**src/rtl/per_uart_tx.sv**
```systemverilog
// Transmit-only 8N1 UART slave on xSimBus: bus-written TX FIFO, baud generator, frame FSM.
// Optional even parity bit when UART_TX_PARITY_EN is defined.
module per_uart_tx #(
  parameter int FIFO_DEPTH  = 8,
  parameter int DEFAULT_DIV = 434
) (
  input  logic        clk,
  input  logic        rst,
  input  logic [1:0]  select_as_in,
  input  logic [31:0] addr_in,
  input  logic [31:0] data_in,
  output logic [31:0] data_out,
  input  logic        rw_in,
  output logic        tx_out
);

  localparam logic [1:0]  SELECT_AS_DEVICE = 2'b01;
  localparam logic        RW_INOUT_R       = 1'b0;
  localparam logic        RW_INOUT_W       = 1'b1;
  localparam logic [31:0] ZERO_WORD        = 32'h0000_0000;
  localparam int          PTR_W            = $clog2(FIFO_DEPTH);
  localparam int          CNT_W            = PTR_W + 1;

  localparam logic [1:0]  REG_TXDATA  = 2'd0;
  localparam logic [1:0]  REG_STATUS  = 2'd1;
  localparam logic [1:0]  REG_BAUDDIV = 2'd2;

`ifdef UART_TX_PARITY_EN
  localparam logic PARITY_FLAG = 1'b1;
`else
  localparam logic PARITY_FLAG = 1'b0;
`endif

  typedef enum logic [2:0] {
    ST_IDLE   = 3'd0,
    ST_START  = 3'd1,
    ST_DATA   = 3'd2,
    ST_PARITY = 3'd3,
    ST_STOP   = 3'd4
  } state_t;

  function automatic logic even_parity(input logic [7:0] d);
    return ^d;
  endfunction

  logic [7:0]       mem_r [FIFO_DEPTH];
  logic [PTR_W-1:0] wr_ptr_r;
  logic [PTR_W-1:0] rd_ptr_r;
  logic [CNT_W-1:0] count_r;
  logic             overflow_r;
  logic [15:0]      baud_div_r;

  state_t           state_r;
  logic [7:0]       shift_r;
  logic [2:0]       bit_idx_r;
  logic [15:0]      baud_cnt_r;
  logic             parity_r;
  logic             tx_r;

  logic             wr_en_s;
  logic             rd_en_s;
  logic [1:0]       reg_sel_s;
  logic             push_req_s;
  logic             push_s;
  logic             pop_s;
  logic             full_s;
  logic             empty_s;
  logic             busy_s;
  logic             baud_zero_s;
  logic [15:0]      reload_s;
  logic [7:0]       fifo_rd_data_s;
  logic [4:0]       count_ext_s;
  logic [31:0]      status_s;
  logic             unused_s;

  assign reg_sel_s      = addr_in[3:2];
  assign wr_en_s        = (select_as_in == SELECT_AS_DEVICE) && (rw_in == RW_INOUT_W);
  assign rd_en_s        = (select_as_in == SELECT_AS_DEVICE) && (rw_in == RW_INOUT_R);
  assign push_req_s     = wr_en_s && (reg_sel_s == REG_TXDATA);
  assign full_s         = (count_r == CNT_W'(FIFO_DEPTH));
  assign empty_s        = (count_r == {CNT_W{1'b0}});
  assign push_s         = push_req_s && !full_s;
  assign busy_s         = (state_r != ST_IDLE);
  assign baud_zero_s    = (baud_cnt_r == 16'd0);
  // A divider of 0 behaves as 1 clock per bit.
  assign reload_s       = (baud_div_r == 16'd0) ? 16'd0 : (baud_div_r - 16'd1);
  assign fifo_rd_data_s = mem_r[rd_ptr_r];
  assign count_ext_s    = 5'(count_r);
  assign status_s       = {22'd0, PARITY_FLAG, count_ext_s, overflow_r, empty_s, full_s, busy_s};
  assign tx_out         = tx_r;
  assign unused_s       = ^{addr_in[31:4], addr_in[1:0], data_in[31:16]};

  // Pop decision: empty is the registered count, so a same-cycle push is seen next cycle.
  always_comb begin
    pop_s = 1'b0;
    if (!empty_s) begin
      case (state_r)
        ST_IDLE: pop_s = 1'b1;
        ST_STOP: pop_s = baud_zero_s;
        default: pop_s = 1'b0;
      endcase
    end else begin
      pop_s = 1'b0;
    end
  end

  // Bus read mux.
  always_comb begin
    data_out = ZERO_WORD;
    if (rd_en_s) begin
      case (reg_sel_s)
        REG_STATUS:  data_out = status_s;
        REG_BAUDDIV: data_out = {16'd0, baud_div_r};
        default:     data_out = ZERO_WORD;
      endcase
    end else begin
      data_out = ZERO_WORD;
    end
  end

  // FIFO storage; contents are only meaningful between the pointers.
  always_ff @(posedge clk) begin
    if (push_s) begin
      mem_r[wr_ptr_r] <= data_in[7:0];
    end
  end

  // FIFO pointers, count, sticky overflow and the baud divider register.
  always_ff @(posedge clk or negedge rst) begin
    if (!rst) begin
      wr_ptr_r   <= {PTR_W{1'b0}};
      rd_ptr_r   <= {PTR_W{1'b0}};
      count_r    <= {CNT_W{1'b0}};
      overflow_r <= 1'b0;
      baud_div_r <= 16'(DEFAULT_DIV);
    end else begin
      if (push_s) begin
        wr_ptr_r <= wr_ptr_r + {{(PTR_W-1){1'b0}}, 1'b1};
      end
      if (pop_s) begin
        rd_ptr_r <= rd_ptr_r + {{(PTR_W-1){1'b0}}, 1'b1};
      end
      case ({push_s, pop_s})
        2'b10:   count_r <= count_r + {{(CNT_W-1){1'b0}}, 1'b1};
        2'b01:   count_r <= count_r - {{(CNT_W-1){1'b0}}, 1'b1};
        default: count_r <= count_r;
      endcase
      if (push_req_s && full_s) begin
        overflow_r <= 1'b1;
      end else if (wr_en_s && (reg_sel_s == REG_STATUS) && data_in[3]) begin
        overflow_r <= 1'b0;
      end
      if (wr_en_s && (reg_sel_s == REG_BAUDDIV)) begin
        baud_div_r <= data_in[15:0];
      end
    end
  end

  // Frame FSM; the divider is sampled only at bit boundaries so a rewrite never stretches a bit.
  always_ff @(posedge clk or negedge rst) begin
    if (!rst) begin
      state_r    <= ST_IDLE;
      shift_r    <= 8'd0;
      bit_idx_r  <= 3'd0;
      baud_cnt_r <= 16'd0;
      parity_r   <= 1'b0;
      tx_r       <= 1'b1;
    end else begin
      case (state_r)
        ST_IDLE: begin
          tx_r <= 1'b1;
          if (pop_s) begin
            state_r    <= ST_START;
            shift_r    <= fifo_rd_data_s;
            parity_r   <= even_parity(fifo_rd_data_s);
            baud_cnt_r <= reload_s;
            tx_r       <= 1'b0;
          end
        end
        ST_START: begin
          if (baud_zero_s) begin
            state_r    <= ST_DATA;
            bit_idx_r  <= 3'd0;
            tx_r       <= shift_r[0];
            shift_r    <= {1'b0, shift_r[7:1]};
            baud_cnt_r <= reload_s;
          end else begin
            baud_cnt_r <= baud_cnt_r - 16'd1;
          end
        end
        ST_DATA: begin
          if (baud_zero_s) begin
            baud_cnt_r <= reload_s;
            if (bit_idx_r == 3'd7) begin
`ifdef UART_TX_PARITY_EN
              state_r <= ST_PARITY;
              tx_r    <= parity_r;
`else
              state_r <= ST_STOP;
              tx_r    <= 1'b1;
`endif
            end else begin
              bit_idx_r <= bit_idx_r + 3'd1;
              tx_r      <= shift_r[0];
              shift_r   <= {1'b0, shift_r[7:1]};
            end
          end else begin
            baud_cnt_r <= baud_cnt_r - 16'd1;
          end
        end
`ifdef UART_TX_PARITY_EN
        ST_PARITY: begin
          if (baud_zero_s) begin
            state_r    <= ST_STOP;
            tx_r       <= 1'b1;
            baud_cnt_r <= reload_s;
          end else begin
            baud_cnt_r <= baud_cnt_r - 16'd1;
          end
        end
`endif
        ST_STOP: begin
          if (baud_zero_s) begin
            if (pop_s) begin
              state_r    <= ST_START;
              shift_r    <= fifo_rd_data_s;
              parity_r   <= even_parity(fifo_rd_data_s);
              baud_cnt_r <= reload_s;
              tx_r       <= 1'b0;
            end else begin
              state_r <= ST_IDLE;
              tx_r    <= 1'b1;
            end
          end else begin
            baud_cnt_r <= baud_cnt_r - 16'd1;
          end
        end
        default: begin
          state_r <= ST_IDLE;
          tx_r    <= 1'b1;
        end
      endcase
    end
  end

endmodule

```
**config.mk**
```make
export PLATFORM = sky130hd
export DESIGN_NAME = per_uart_tx
export DESIGN_NICKNAME = d
export VERILOG_FILES = /design/src/rtl/per_uart_tx.sv
export SDC_FILE = /design/constraint.sdc
export NUM_CORES = 1
export LEC_CHECK = 0
export BUFFER_PORTS_ARGS = -buffer_cell sky130_fd_sc_hd__buf_2
export CORE_UTILIZATION = 45
export CTS_CLUSTER_SIZE = 25
export DETAILED_ROUTE_END_ITERATION = 7
export GPL_ROUTABILITY_DRIVEN = 1
export HOLD_SLACK_MARGIN = 0.05
export PLACE_DENSITY = 0.66
export SYNTH_ARGS = -nofsm -noshare
export SYNTH_HDL_FRONTEND = slang
export SYNTH_SLANG_ARGS = --single-unit
```
**constraint.sdc**
```tcl
create_clock -name clk -period 8.8 [get_ports clk]
set_clock_uncertainty 0.2 [all_clocks]
set_input_delay 1.76 -clock clk [delete_from_list [all_inputs] [get_ports clk]]
set_output_delay 1.76 -clock clk [all_outputs]
set_load 0.005 [all_outputs]
```
Word-level counts from Yosys, hierarchy flattened
Memories as Yosys holds them, arrays and structs flattened.
Index checks and enable logic that the tools add are counted.

word-level totals
  RAM bits = 64
  flip-flop bits (word level) = 58
  input port bits = 69
  memories kept = 1

memories
  memory  depth  width  rd ports  clocked after memory_dff  write ports  RTL line  RTL
  mem_r   8      8      1         0                         1            46        logic [7:0] mem_r [FIFO_DEPTH];

operators by class
  bitwise gates (word level) = 1
  $add $sub $neg = 7
  reductions and logical operators = 25
  mux-type cells = 37
  equal/unequal tests = 16

operator list
  cell                     number
  $mux W16                 4
  $pmux W16 S3             1
  $mux W8                  5
  $logic_not A16 Y1        2
  $mux W32                 1
  $pmux W16 S2             1
  $pmux W8 S4              1
  $sub A16 B1 Y16 const B  2
  $mux W3                  8
  $ne A2 B2 Y1 const B     6
  $pmux W3 S4              1
  $mux W1                  11
  $reduce_and A5 Y1        2
  $add A3 B1 Y3 const B    3
  $logic_and A1 B1 Y1      8
  $pmux W4 S2              1
  $eq A2 B1 Y1 const B     3
  $eq A3 B3 Y1 const B     2
  $pmux W3 S2              1
  $reduce_bool A2 Y1       3
  $reduce_bool A3 Y1       2
  $add A4 B1 Y4 const B    1
  $eq A2 B2 Y1 const B     2
  $eq A4 B4 Y1 const B     1
  other kinds (14)         14

Depth between registers and ports, before layout
Gate-level depths: netlist (run 1).

  depth after elaboration = 6
  gate-level depth with buffers = 15
  gate-level depth less buffers = 13

Worst setup path after synthesis (run 1)
OpenSTA, ideal clock, no wires.

  path type = input -> output
  start = in addr_in[2]
  end = out data_out[10]
  cell stages on the path = 5
  slack = 3,851 ps
  arrival = 2,989 ps
  cell sequence = inv_1 > ha_1 > clkbuf_1 > nor4bb_1 > and2_1

on the way
  cells in the longest elaborated chain, start to end = 3

ends and longest elaborated chain
  item                                                 RTL line  RTL
  from (decl)                                          10        input logic [31:0] addr_in,
  $eq A2 B2 Y1 / $eq A2 B1 Y1 (equally long branches)  111       case (reg_sel_s)
  $pmux W16 S2 (*)                                     111
  $mux W32 (*)                                         110       if (rd_en_s) begin
  to (decl)                                            12        output logic [31:0] data_out,

Every way passes the cells marked *; elsewhere a longest branch is shown, timed or not.

Worst setup path after layout (run 1)
  start = in addr_in[2]
  end = out data_out[15]

Same word-level chain as after synthesis.

==> metrics.txt, run 1 <==
# TYPE chip_impl_metric gauge
chip_impl_metric{name="mappedNetlistArea",unit="mm²"} 0.00656
chip_impl_metric{name="number_of_flops_mapped_to_enable_cells_by_yosys",unit=""} 64
chip_impl_metric{name="number_of_global_route_vias_before_repair",unit=""} 4668
chip_impl_metric{name="sw_pwr",unit="mW"} 0.656
chip_impl_info{name="rsz0062_at_grt",value="false"} 1
chip_impl_metric{name="synth.avg_cell_area",unit="µm²"} 11.3
chip_impl_metric{name="grt_remaining_overflow",unit=""} 0
chip_impl_metric{name="post_drt_wl_per_cell",unit="µm"} 19.2
chip_impl_metric{name="worst_path_largest_cell_delay",unit="ps"} 820
chip_impl_metric{name="final-max-slew-violation-count",unit=""} 0
chip_impl_info{name="tritoncts",value="built"} 1
chip_impl_metric{name="fillers",unit=""} 1212
chip_impl_metric{name="sw_share",unit="%"} 32.9
chip_impl_metric{name="starting_density_of_the_core",unit="%"} 46.7
chip_impl_metric{name="core_area",unit="mm²"} 0.0140
chip_impl_info{name="worstHoldPathType",value="reg -> reg"} 1
chip_impl_metric{name="die_outline_area",unit="mm²"} 0.0151
chip_impl_metric{name="cts.clk_slew.worst_paths",unit="ps"} 60
chip_impl_info{name="cells_traversed_along_the_worst_timing_path",value="buf_2, inv_1, ha_1, nor4bb_1, and2_1, buf_2"} 1
chip_impl_metric{name="cts_hold_repair.buffers",unit=""} 0
chip_impl_metric{name="dr_wl_met2",unit="mm"} 7.38
chip_impl_metric{name="io_buffers",unit=""} 39
chip_impl_metric{name="die_w",unit="µm"} 123
chip_impl_metric{name="synth-async-reset-ratio",unit="%"} 47.5
chip_impl_metric{name="fraction_of_power_consumed_by_combinational_cells",unit="%"} 22.8
chip_impl_info{name="crit_path_end_kind",value="output port"} 1
chip_impl_info{name="crit_path_top_delay_cell",value="nor4bb_1"} 1
chip_impl_metric{name="number_of_warning_messages_in_the_yosys_log",unit=""} 0
chip_impl_metric{name="post_drt_via_cell_ratio",unit=""} 5.95
chip_impl_metric{name="ir_worst_vdd",unit="V"} 0.000168
chip_impl_metric{name="cellLeakagePower",unit="nW"} 2.82
chip_impl_metric{name="grt_max_degree",unit=""} 59
chip_impl_metric{name="met3_length",unit="µm"} 875
chip_impl_metric{name="detailedRoute.firstIterationViolations",unit=""} 526
chip_impl_metric{name="met1_length",unit="mm"} 7.01
chip_impl_metric{name="wl",unit="mm"} 15.5
chip_impl_metric{name="final_critical_path_setup_slack",unit="ps"} 3380
chip_impl_metric{name="num_vias",unit=""} 4805
chip_impl_metric{name="synthCells",unit=""} 582
chip_impl_metric{name="tightest_slew",unit="ps"} 1080
chip_impl_metric{name="slew_headroom",unit="%"} 28.1
chip_impl_metric{name="max-cap-violations",unit=""} 0
chip_impl_metric{name="final.setup.tns",unit="ps"} 0
chip_impl_metric{name="gp_congestion",unit=""} 0.905
chip_impl_metric{name="floorplan.die.height",unit="µm"} 123
chip_impl_metric{name="finalHoldViolations",unit=""} 0
chip_impl_metric{name="internal_power",unit="mW"} 1.34
chip_impl_metric{name="clockPowerShare",unit="%"} 33.5
chip_impl_metric{name="tritoncts.num_buffers",unit=""} 17
chip_impl_metric{name="area_delta_synth_final",unit="%"} 13.0
chip_impl_metric{name="numClockSinks",unit=""} 122
chip_impl_metric{name="drtAntennaViolNets",unit=""} 0
chip_impl_metric{name="share_of_the_yosys_chip_area_belonging_to_registers",unit="%"} 51.5
chip_impl_info{name="ys.flop_type",value="edfxtp_1"} 1
chip_impl_metric{name="wire_length_of_the_first_global_routing_pass",unit="mm"} 24.9
chip_impl_metric{name="drive_above_1_share",unit="%"} 21.7
chip_impl_metric{name="drt_pass1_iterations",unit=""} 5
chip_impl_metric{name="globalRouteTotalUtil",unit="%"} 22.4
chip_impl_metric{name="antenna_cells_inserted",unit=""} 0
chip_impl_metric{name="cp_max_fo",unit=""} 10
chip_impl_metric{name="number_of_antenna_violations_at_the_first_check_in_global_routing",unit=""} 0
chip_impl_metric{name="worst-endpoint-arrival",unit="ps"} 3460
chip_impl_metric{name="max-clock-path-buffers",unit=""} 2
chip_impl_metric{name="clock.fmax",unit="MHz"} 185
chip_impl_metric{name="unique_cell_type_count_in_the_yosys_netlist",unit=""} 68
chip_impl_info{name="crit_path_start_kind",value="input pin"} 1
chip_impl_metric{name="h-tree-depth",unit=""} 4
chip_impl_info{name="run_status",value="completed"} 1
chip_impl_metric{name="sequential_cell_area",unit="mm²"} 0.00338
chip_impl_metric{name="power-per-cell-area",unit="mW/mm²"} 269
chip_impl_metric{name="cts_setup_buffers",unit=""} 0
chip_impl_metric{name="ys_seq_elements",unit=""} 122
chip_impl_info{name="root_cell_of_the_clock_tree",value="clkbuf_16"} 1
chip_impl_metric{name="final_period_minus_worst_setup_slack",unit="ps"} 5420
chip_impl_metric{name="post-route-drc-count",unit=""} 0
chip_impl_info{name="top_layer",value="met4"} 1
chip_impl_metric{name="detailedPlacementHpwl",unit="mm"} 10.5
chip_impl_metric{name="clkLatencyLatePin",unit="ps"} 430
chip_impl_metric{name="layout.nets",unit=""} 696
chip_impl_metric{name="io-pin-count",unit=""} 102
chip_impl_info{name="critical_path_class",value="in -> out"} 1
chip_impl_metric{name="area_used_by_multi_input_combinational_logic",unit="mm²"} 0.00294
chip_impl_metric{name="place_worst_setup_slack",unit="ps"} 3430
chip_impl_metric{name="finalSetupViolations",unit=""} 0
chip_impl_metric{name="seq_power_share",unit="%"} 43.7
chip_impl_metric{name="worstPathRequired",unit="ps"} 6840
chip_impl_metric{name="period_share",unit="%"} 61.6
chip_impl_metric{name="placement_rows",unit=""} 43
chip_impl_metric{name="cts_resized",unit=""} 0
chip_impl_info{name="path_common_cell",value="buf_2"} 1
==> worst paths after layout <==
| check | to | cells past startpoint | from | slack (ps) |
|---|---|---|---|---|
| worst max-delay path | data_out[15] | 6 | addr_in[2] | 3380 |
| worst min-delay path | overflow_r$_DFFE_PN0P_ | 2 | overflow_r$_DFFE_PN0P_ | 310 |
| worst max register to register | count_r[3]$_DFFE_PN0P_ | 11 | baud_cnt_r[2]$_DFFE_PN0P_ | 5130 |
| worst min register to register | overflow_r$_DFFE_PN0P_ | 2 | overflow_r$_DFFE_PN0P_ | 310 |
| max in group asynchronous | baud_div_r[12]$_DFFE_PN0P_ | 2 | rst | 6570 |
| min in group asynchronous | baud_div_r[11]$_DFFE_PN0P_ | 2 | rst | 1300 |
==> metal layers <==
metal | vias up | GRT usage (%)
met5 | - | 0
met4 | 0 | 8.77
met3 | 27 | 4.46
met2 | 177 | 35.5
met1 | 2386 | 30.3
li1 | 2215 | -
==> kinds of logic after synthesis <==
| logic type | share of synthesized area (%) |
|---|---|
| mux | 11.8 |
| xor+xnor | 2.94 |
| other cells | 0.0572 |
| compound gates | 12.3 |
| flops | 51.5 |
| buf+inv | 4.48 |
| fa+ha+maj | 2.29 |
| simple gates | 14.6 |
==> power groups by stage <==
stage	Sequential, mW	Clock [mW]	Combinational (mW)
6_report	0.872	0.667	0.455
2_1_floorplan	0.784	0	0.424
4_1_cts	0.872	0.676	0.454
3_5_place_dp	0.882	0	0.451
5_1_grt	0.898	0.701	0.510
3_3_place_gp	0.873	0	0.439
==> synth_stat cells (all sizes together), types with 11 or more instances <==
| cell | instances | area share, % |
|---|---|---|
| xnor2 | 13 | 1.7 |
| nor2 | 51 | 3.0 |
| mux4 | 16 | 5.5 |
| dfrtp | 52 | 20 |
| nand2 | 42 | 2.4 |
| a21oi | 28 | 2.1 |
| edfxtp | 64 | 29 |
| o21ai | 31 | 2.4 |
| nor4 | 11 | 1.1 |
| buf | 24 | 2.4 |
| ha | 12 | 2.3 |
| mux2 | 26 | 4.5 |
| clkbuf | 22 | 1.3 |
| mux2i | 12 | 1.8 |
| nor3 | 21 | 1.6 |
| inv | 15 | 0.86 |
==> flip-flops by register name, indices dropped and copies added, names as in the netlist <==
name and count:
rd_ptr_r 3, baud_div_r 16, wr_ptr_r 3, tx_out 1
count_r 4, mem_r 64, baud_cnt_r 16, bit_idx_r 3
shift_r 8, overflow_r 1, state_r 3
==> critical path, delay by kind of cell <==
family                     cells  cell delay [ps]
buffers and inverters          3              290
adders and majority gates      1              350
and+or+nand+nor                2             1050
==> layout make-up <==
class / count / area share, %
clock buffers: 18 / 5.79
clock inverters: 14 / 1.84
inverters: 15 / 0.760
multi-input cells: 414 / 39.7
flip-flops and latches: 122 / 45.6
well taps: 180 / 3.04
repair buffers: 45 / 3.24
==> layout by cell type, fill, tap and decap left out, drive strengths merged, types with 5 or more instances in the layout <==
cell	instances
o21ai	31
nand4	5
dfrtp	52
xnor2	13
dfstp	6
nor2	51
or3	6
o31ai	7
or4	6
mux2i	12
xor2	9
nor2b	7
buf	45
nor4	11
nand2b	5
conb	16
a211o	5
edfxtp	64
inv	20
mux4	16
nor3	21
clkbuf	18
nand2	42
clkinv	6
mux2	26
and2	9
nand3	9
a22oi	7
a21oi	28
ha	12
==> through the flow <==
stage | instances | utilization, % | area (µm²) | hold slack [ps] | power, mW
floorplan | 597 | - | 6620 | 249 | 1.21
global placement | 776 | 48.7 | 6840 | 271 | 1.31
detailed placement | 776 | 48.7 | 6840 | 278 | 1.33
CTS | 808 | 52.8 | 7410 | 291 | 2.00
global route | 808 | 52.8 | 7410 | 327 | 2.11
finish | 808 | 52.8 | 7410 | 307 | 1.99
Power figures use the tool's default switching activity.
==> run 2, diff against run 1 <==
--- a/config.mk
+++ b/config.mk
@@ -11,7 +11,7 @@
 export DETAILED_ROUTE_END_ITERATION = 7
 export GPL_ROUTABILITY_DRIVEN = 1
 export HOLD_SLACK_MARGIN = 0.05
-export PLACE_DENSITY = 0.66
+export PLACE_DENSITY = 0.68
 export SYNTH_ARGS = -nofsm -noshare
 export SYNTH_HDL_FRONTEND = slang
 export SYNTH_SLANG_ARGS = --single-unit
==> constraint.sdc (replaced) <==
create_clock -name clk -period 4.55 [get_ports clk]
set_clock_uncertainty 0.2 [all_clocks]
set_input_delay 0.91 -clock clk [delete_from_list [all_inputs] [get_ports clk]]
set_output_delay 0.91 -clock clk [all_outputs]
set_load 0.005 [all_outputs]
==> metrics.txt, run 2 (synthesized netlist as in run 1, its figures left out) <==
# TYPE chip_impl_metric gauge
chip_impl_metric{name="worst-endpoint-arrival",unit="ps"} 2600
chip_impl_metric{name="finish.instance_area",unit="mm²"} 0.00745
chip_impl_metric{name="globalRouteTotalUtil",unit="%"} 22.0
chip_impl_metric{name="sw_pwr",unit="mW"} 1.24
chip_impl_info{name="leading_cell_type_in_the_layout_fill_and_taps_excluded",value="edfxtp_1"} 1
chip_impl_info{name="registers_with_the_most_flip_flops",value="mem_r (64), baud_cnt_r (16), baud_div_r (16)"} 1
chip_impl_metric{name="ir_worst_vdd",unit="V"} 0.000359
chip_impl_metric{name="die_outline_area",unit="mm²"} 0.0151
chip_impl_metric{name="numClockSinks",unit=""} 122
chip_impl_metric{name="drt_pass1_iterations",unit=""} 5
chip_impl_metric{name="final.setup.tns",unit="ps"} 0
chip_impl_metric{name="h-tree-depth",unit=""} 4
chip_impl_info{name="top_layer",value="met4"} 1
chip_impl_metric{name="num_vias",unit=""} 4800
chip_impl_metric{name="cts_setup_buffers",unit=""} 0
chip_impl_metric{name="floorplan.die.height",unit="µm"} 123
chip_impl_metric{name="post_drt_via_cell_ratio",unit=""} 5.94
chip_impl_metric{name="detailedRoute.firstIterationViolations",unit=""} 487
chip_impl_metric{name="max-cap-violations",unit=""} 0
chip_impl_metric{name="met1_length",unit="mm"} 6.71
chip_impl_metric{name="cellLeakagePower",unit="nW"} 2.84
chip_impl_metric{name="seq_power_share",unit="%"} 42.8
chip_impl_metric{name="wire_length_of_the_first_global_routing_pass",unit="mm"} 24.7
chip_impl_info{name="tritoncts",value="built"} 1
chip_impl_metric{name="placed_cell_area",unit="mm²"} 0.00686
chip_impl_metric{name="placement_rows",unit=""} 43
chip_impl_metric{name="slew_headroom",unit="%"} 27.8
chip_impl_metric{name="die_w",unit="µm"} 123
chip_impl_metric{name="power-per-cell-area",unit="mW/mm²"} 528
chip_impl_info{name="crit_path_start_kind",value="input pin"} 1
chip_impl_metric{name="finalSetupViolations",unit=""} 0
chip_impl_info{name="crit_path_end_kind",value="output port"} 1
chip_impl_metric{name="clockPowerShare",unit="%"} 34.5
chip_impl_metric{name="antenna_cells_inserted",unit=""} 0
chip_impl_metric{name="cts_hold_repair.buffers",unit=""} 0
chip_impl_metric{name="sw_share",unit="%"} 31.6
chip_impl_metric{name="area_delta_synth_final",unit="%"} 13.6
chip_impl_metric{name="fraction_of_power_consumed_by_combinational_cells",unit="%"} 22.7
chip_impl_info{name="critical_path_class",value="in -> out"} 1
chip_impl_metric{name="max_ffs_per_register",unit=""} 64
chip_impl_metric{name="drtAntennaViolNets",unit=""} 0
chip_impl_metric{name="number_of_antenna_violations_at_the_first_check_in_global_routing",unit=""} 0
chip_impl_metric{name="internal_power",unit="mW"} 2.69
chip_impl_metric{name="io-pin-count",unit=""} 102
chip_impl_metric{name="clock.fmax",unit="MHz"} 270
chip_impl_info{name="largest_register",value="mem_r"} 1
chip_impl_metric{name="tritoncts.num_buffers",unit=""} 17
chip_impl_metric{name="wl",unit="mm"} 15.3
chip_impl_metric{name="cts_resized",unit=""} 0
chip_impl_metric{name="dr_wl_met2",unit="mm"} 7.17
chip_impl_metric{name="met3_length",unit="mm"} 1.03
chip_impl_metric{name="cp_max_fo",unit=""} 10
chip_impl_metric{name="number_of_global_route_vias_before_repair",unit=""} 4693
chip_impl_metric{name="io_buffers",unit=""} 39
chip_impl_metric{name="drive_above_1_share",unit="%"} 21.7
chip_impl_metric{name="detailedPlacementHpwl",unit="mm"} 10.5
chip_impl_metric{name="post_drt_wl_per_cell",unit="µm"} 18.9
chip_impl_metric{name="clkLatencyLatePin",unit="ps"} 410
chip_impl_metric{name="worstPathRequired",unit="ps"} 3440
chip_impl_metric{name="grt_max_degree",unit=""} 36
chip_impl_info{name="run_status",value="completed"} 1
chip_impl_metric{name="cts.clk_slew.worst_paths",unit="ps"} 60
chip_impl_metric{name="gp_congestion",unit=""} 0.891
chip_impl_metric{name="starting_density_of_the_core",unit="%"} 46.7
chip_impl_info{name="rsz0062_at_grt",value="false"} 1
chip_impl_metric{name="finalHoldViolations",unit=""} 0
chip_impl_metric{name="tightest_slew",unit="ps"} 1080
chip_impl_metric{name="total_power",unit="mW"} 3.93
chip_impl_info{name="final_cell_mix",value="edfxtp_1 (64), dfrtp_1 (52), nor2_1 (50), nand2_1 (42), buf_2 (39)"} 1
chip_impl_metric{name="max-clock-path-buffers",unit=""} 2
chip_impl_metric{name="core_area",unit="mm²"} 0.0140
chip_impl_info{name="root_cell_of_the_clock_tree",value="clkbuf_16"} 1
chip_impl_metric{name="post-route-drc-count",unit=""} 0
chip_impl_info{name="worstHoldPathType",value="reg -> reg"} 1
chip_impl_metric{name="final-max-slew-violation-count",unit=""} 0
chip_impl_metric{name="layout.nets",unit=""} 698
chip_impl_metric{name="final_period_minus_worst_setup_slack",unit="ps"} 3710
chip_impl_metric{name="period_share",unit="%"} 81.4
chip_impl_metric{name="grt_remaining_overflow",unit=""} 0
==> run 2: power by group through the flow <==
stage / logic (mW) / clock network [mW] / registers [mW]
finish: 0.895 / 1.36 / 1.68
global route: 0.990 / 1.42 / 1.72
CTS: 0.890 / 1.38 / 1.68
detailed placement: 0.882 / 0 / 1.70
global placement: 0.850 / 0 / 1.69
floorplan: 0.819 / 0 / 1.52
==> run 2: critical path: stages <==
cell and delay, ps:
buf_2 110, inv_1 70, ha_1 380, nor4bb_1 780, and2_1 230, buf_2 110
==> run 2: worst paths after layout <==
| kind | from | endpoint | slack [ps] | cells past startpoint |
|---|---|---|---|---|
| max | addr_in[2] | data_out[15] | 840 | 6 |
| min | overflow_r$_DFFE_PN0P_ | overflow_r$_DFFE_PN0P_ | 300 | 2 |
| max reg2reg | count_r[1]$_DFFE_PN0P_ | count_r[2]$_DFFE_PN0P_ | 1000 | 11 |
| min reg2reg | overflow_r$_DFFE_PN0P_ | overflow_r$_DFFE_PN0P_ | 300 | 2 |
| max in group asynchronous | rst | baud_div_r[8]$_DFFE_PN1P_ | 2870 | 2 |
| min in group asynchronous | rst | baud_cnt_r[9]$_DFFE_PN0P_ | 400 | 1 |
==> run 2: area by class of cell <==
class / count / area, µm²
Clock buffer: 18 / 429
Clock inverter: 12 / 166
Fill cell: 1209 / 6590
Sequential cell: 122 / 3380
Tap cell: 180 / 225
Multi-Input combinational cell: 414 / 2940
Timing Repair Buffer: 47 / 255
Inverter: 15 / 56.3
==> run 2: layer usage <==
metal | GRT usage, % | vias up
met5 | 0 | -
met4 | 10.5 | 0
met2 | 34.3 | 202
met3 | 4.04 | 27
li1 | - | 2215
met1 | 29.7 | 2356
==> run 2: metrics by stage <==
stage | worst slack, ps | hold WS (ps) | utilization (%) | instances
global route | 721 | 326 | 53.1 | 808
detailed placement | 929 | 291 | 48.8 | 778
global placement | 933 | 275 | 48.8 | 778
CTS | 924 | 303 | 53.1 | 808
finish | 844 | 296 | 53.1 | 808
floorplan | 1270 | 249 | - | 597
